$ cat src/rtl/uart_tx_fifo.sv
// Byte FIFO that feeds a UART transmitter through its start/data/busy handshake.
// Optional sticky overflow flag is built when TX_FIFO_OVF_EN is defined.
module uart_tx_fifo #(
   parameter int unsigned DEPTH_LOG2    = 4,
   parameter int unsigned BUSY_WAIT_MAX = 4
) (
   input  logic                  clk,
   input  logic                  rst,
   input  logic                  wr_en,
   input  logic [7:0]            wr_data,
   output logic                  full,
   output logic                  empty,
   output logic [DEPTH_LOG2:0]   count,
   output logic                  tx_start,
   output logic [7:0]            tx_data,
   input  logic                  tx_busy,
   output logic                  ovf,
   input  logic                  ovf_clr
);

   localparam int unsigned DEPTH = 2 ** DEPTH_LOG2;
   localparam int unsigned WW    = $clog2(BUSY_WAIT_MAX + 1);
   localparam logic [DEPTH_LOG2:0]   DEPTH_CNT = (DEPTH_LOG2 + 1)'(DEPTH);
   localparam logic [DEPTH_LOG2:0]   CNT_ONE   = (DEPTH_LOG2 + 1)'(1);
   localparam logic [DEPTH_LOG2-1:0] PTR_ONE   = DEPTH_LOG2'(1);
   localparam logic [WW-1:0]         WAIT_LAST = WW'(BUSY_WAIT_MAX - 1);
   localparam logic [WW-1:0]         WAIT_ONE  = WW'(1);

   typedef enum logic [1:0] {
      IDLE,
      WAIT_BUSY,
      WAIT_DONE
   } state_t;

   state_t                 state, state_nxt;
   logic [7:0]             mem [DEPTH];
   logic [DEPTH_LOG2-1:0]  wr_ptr, rd_ptr;
   logic [WW-1:0]          wait_cnt;
   logic [DEPTH_LOG2:0]    count_nxt;
   logic                   push, pop, wait_clr, wait_inc;

   // Writes are gated by the registered full flag, even when a pop happens in the same cycle.
   assign push = wr_en & ~full;

   always_comb begin
      state_nxt = state;
      pop       = 1'b0;
      wait_clr  = 1'b0;
      wait_inc  = 1'b0;
      unique case (state)
         IDLE: begin
            if (!empty && !tx_busy) begin
               pop       = 1'b1;
               wait_clr  = 1'b1;
               state_nxt = WAIT_BUSY;
            end
         end
         WAIT_BUSY: begin
            if (tx_busy)                    state_nxt = WAIT_DONE;
            else if (wait_cnt == WAIT_LAST) state_nxt = IDLE;
            else                            wait_inc  = 1'b1;
         end
         WAIT_DONE: begin
            if (!tx_busy) state_nxt = IDLE;
         end
         default: state_nxt = IDLE;
      endcase
   end

   always_comb begin
      count_nxt = count;
      if (push && !pop)      count_nxt = count + CNT_ONE;
      else if (pop && !push) count_nxt = count - CNT_ONE;
   end

   always_ff @(posedge clk or posedge rst) begin
      if (rst) state <= IDLE;
      else     state <= state_nxt;
   end

   always_ff @(posedge clk) begin
      if (push) mem[wr_ptr] <= wr_data;
   end

   always_ff @(posedge clk or posedge rst) begin
      if (rst) begin
         wr_ptr   <= '0;
         rd_ptr   <= '0;
         count    <= '0;
         full     <= 1'b0;
         empty    <= 1'b1;
         tx_start <= 1'b0;
         tx_data  <= '0;
         wait_cnt <= '0;
      end else begin
         if (push) wr_ptr <= wr_ptr + PTR_ONE;
         if (pop) begin
            rd_ptr  <= rd_ptr + PTR_ONE;
            tx_data <= mem[rd_ptr];
         end
         tx_start <= pop;
         count    <= count_nxt;
         full     <= (count_nxt == DEPTH_CNT);
         empty    <= (count_nxt == '0);
         if (wait_clr)      wait_cnt <= '0;
         else if (wait_inc) wait_cnt <= wait_cnt + WAIT_ONE;
      end
   end

`ifdef TX_FIFO_OVF_EN
   // A same-cycle overflow takes priority over the clear.
   always_ff @(posedge clk or posedge rst) begin
      if (rst)                 ovf <= 1'b0;
      else if (wr_en && full)  ovf <= 1'b1;
      else if (ovf_clr)        ovf <= 1'b0;
   end
`else
   logic unused_ovf_clr;
   assign unused_ovf_clr = ovf_clr;
   assign ovf            = 1'b0;
`endif

endmodule

$ cat config.mk
export PLATFORM = sky130hd
export DESIGN_NAME = uart_tx_fifo
export DESIGN_NICKNAME = d
export VERILOG_FILES = /design/src/rtl/uart_tx_fifo.sv
export SDC_FILE = /design/constraint.sdc
export NUM_CORES = 1
export LEC_CHECK = 0
export CORE_UTILIZATION = 40
export DETAILED_ROUTE_END_ITERATION = 16
export PLACE_DENSITY = 0.59
export SLEW_MARGIN = 40
export SYNTH_ARGS = -nofsm -noshare
export SYNTH_HDL_FRONTEND = slang
export SYNTH_SLANG_ARGS = --single-unit
export TNS_END_PERCENT = 30
$ cat constraint.sdc
create_clock -name clk -period 4.1 [get_ports clk]
set_input_delay 0.82 -clock clk [delete_from_list [all_inputs] [get_ports clk]]
set_output_delay 0.82 -clock clk [all_outputs]
set_load 0.03 [all_outputs]
==> results.yml <==
detailed_routing:
  drc: 0
  drt_wl_total_um: 12500
  first_pass_iters: 4
  wl_per_cell_um: 20.8
  drt-vias-per-instance: 5.11
  num_vias: 3085
  antenna_left: 0
  drt_iter0_drc: 232
timing:
  setup-tns-final_ns: 0
  post-route-period-util_pct: 63.7
  whs_ns: 0.488
  worstMarginPinSlew_ns: 0.661
  relSlewSlack_pct: 55.8
  slew_violations: 0
  setup-violations-final: 0
  setup_slack_ns: 1.49
  final.min_clock_period_ns: 2.61
  rsz0062_at_grt: "no"
  fin_worst_skew_ns: 0.00958
  final_hold_viol_count: 0
  fmaxAchievable_ghz: 0.383
worst_setup_path:
  crit_fanout: 19
  required_ns: 4.42
  cp-start-kind: "input port"
  worstSetupPathType: "in2reg"
  r2r_slack_ns: 1.95
  worstPathArrival_ns: 2.93
  endpoint_kind: "flop"
clock_network:
  insertion_delay_ns: 0.42
  clock-root-buffer: "clkbuf_16"
  cts_resized: 0
  cts_buffer_depth: 2
  cts_tree: "done"
  cts_num_sinks: 157
  cts_hold_buf: 0
  cts_setup_buffers: 0
  cts_buffers: 17
  cts-htree-levels: 4
  clk_pin_slew_ns: 0.06
synth:
  synth_area_um2: 6380
  synth_top_cell_area_share_pct: 60.3
  dominantRegCellSynth: "edfxtp_1"
  yosysTopAreaCell: "edfxtp_1"
  async_flop_share_pct: 18.5
  netlist_instances: 345
  synthTopCellsByArea: "edfxtp_1 (60%), mux4_2 (11%), dfrtp_1 (11%), mux2i_1 (1.9%), ha_1 (1.8%)"
  syn_avg_cell_area_um2: 18.5
  syn_nets: 367
  synth_seq_area_share_pct: 71.7
  synth_edf_count: 128
  yosys_register_bits: 157
  yosysWarnings: 0
  yosysUniqueCellTypes: 47
hold_path:
  hold_class: "reg2reg"
global_route:
  gr-total-overflow: 0
  grt_max_degree: 30
  grt_pass1_vias: 3189
  grt_pass1_wl_um: 19500
  antenna_found_initial: 0
  grt_util_all_layers_pct: 17.2
placement:
  placed_cells: 572
  io_buffers: 27
  gp_congestion: 0.773
  place_ws_ns: 1.03
  dp_hpwl_um: 7770
run:
  cap_violations: 0
die:
  num_rows: 45
  start_util_pct: 41.5
  fp.dieW_um: 128
  die-area_um2: 16500
  io_pins: 30
  core_area_um2: 15400
  dieHeight_um: 128
final_layout:
  stdcell_count: 604
  drive_above_1_share_pct: 22.1
  final_cell_mix: "edfxtp_1 (128), mux4_2 (32), clkdlybuf4s50_1 (27), dfrtp_1 (25), nand2_1 (21)"
  num_antenna_cells: 0
  final_common_cell: "edfxtp_1"
  area_delta_synth_final_pct: 17.9
  finalNetCount: 402
power_and_ir_drop:
  p_leak_nw: 2.59
  pwr_density_cell_nw_per_um2: 738
  ir_worst_vdd_mv: 0.327
outcome:
  status: "completed"
[critical path: stages]
cell and delay (ns):
clkdlybuf4s50_1 0.46, or4_4 0.76, clkinv_8 0.16, and3_1 0.18
a31oi_2 0.05, xnor2_2 0.18, nor4_2 0.31
[power breakdown]
group          switching (W)  internal (W)
combinational       0.000815      0.000745
clock               0.000633       0.00108
sequential          0.000273       0.00200
total                0.00172       0.00383
[logic make-up after synthesis]
group	share of synthesized area, %
DFF	71.7
adders and majority gates	1.77
xor gates and xnor gates	1.75
muxes	13.7
AOI/OAI and AO/OA	2.79
and+or+nand+nor	6.18
buffers and inverters	2.10
other	0.0588
[metrics by stage]
stage / instance area [um^2] / util, % / power, W
4_1_cts: 7520 / 48.9 / 0.00560
3_3_place_gp: 6870 / 44.7 / 0.00385
6_report: 7520 / 48.9 / 0.00555
5_1_grt: 7520 / 48.9 / 0.00582
2_1_floorplan: 6380 / - / 0.00339
3_5_place_dp: 6870 / 44.7 / 0.00389
[sequential cells by signal (all words and copies together), names as in the netlist]
signal and count:
state 2, tx_start 1, mem 128, tx_data 8, count 5, rd_ptr 4
wait_cnt 3, empty 1, wr_ptr 4, full 1
[path summary, 6_finish.rpt]
kind,startpoint,to,depth (start not counted)
min,tx_data[3]$_DFFE_PP0N_,tx_data[3]$_DFFE_PP0N_,2
max,tx_busy,empty$_DFF_PP1_,7
min in group asynchronous,rst,rd_ptr[3]$_DFFE_PP0N_,3
max in group asynchronous,rst,empty$_DFF_PP1_,3
max reg2reg,rd_ptr[2]$_DFFE_PP0N_,tx_data[2]$_DFFE_PP0N_,5
min reg2reg,tx_data[3]$_DFFE_PP0N_,tx_data[3]$_DFFE_PP0N_,2
[layer usage]
metal | vias to the layer above | routed length [um] | track usage (%)
li1 | 1414 | - | -
met5 | - | 0 | 0
met1 | 1584 | 5640 | 23.5
met3 | 4 | 630 | 4.51
met2 | 83 | 6200 | 26.6
met4 | 0 | 74 | 6.09
[area by class of cell]
cell class | count | area, um^2
flip-flops and latches | 157 | 4570
fillers | 1285 | 7850
inverters | 9 | 46.3
repair buffers | 33 | 315
clock buffers | 18 | 429
multi-input cells | 162 | 1670
clock inverters | 14 | 214
well taps | 211 | 264
[cells in the mapped netlist (2+ instances only)]
master,count
inv_1,8
dfrtp_1,28
o211ai_1,2
nand2_1,21
nor3_1,5
xnor2_1,8
mux2i_1,12
edfxtp_1,128
ha_1,9
mux2_2,3
nor4_2,2
nor3b_1,2
nand4_1,2
clkbuf_1,3
buf_2,9
nor2_1,6
and3_1,2
o21ai_0,11
buf_1,2
xnor2_2,2
a21oi_1,6
and2_1,17
mux4_2,32
a31oi_1,2
No activity file was read; power rests on OpenSTA's default activity.
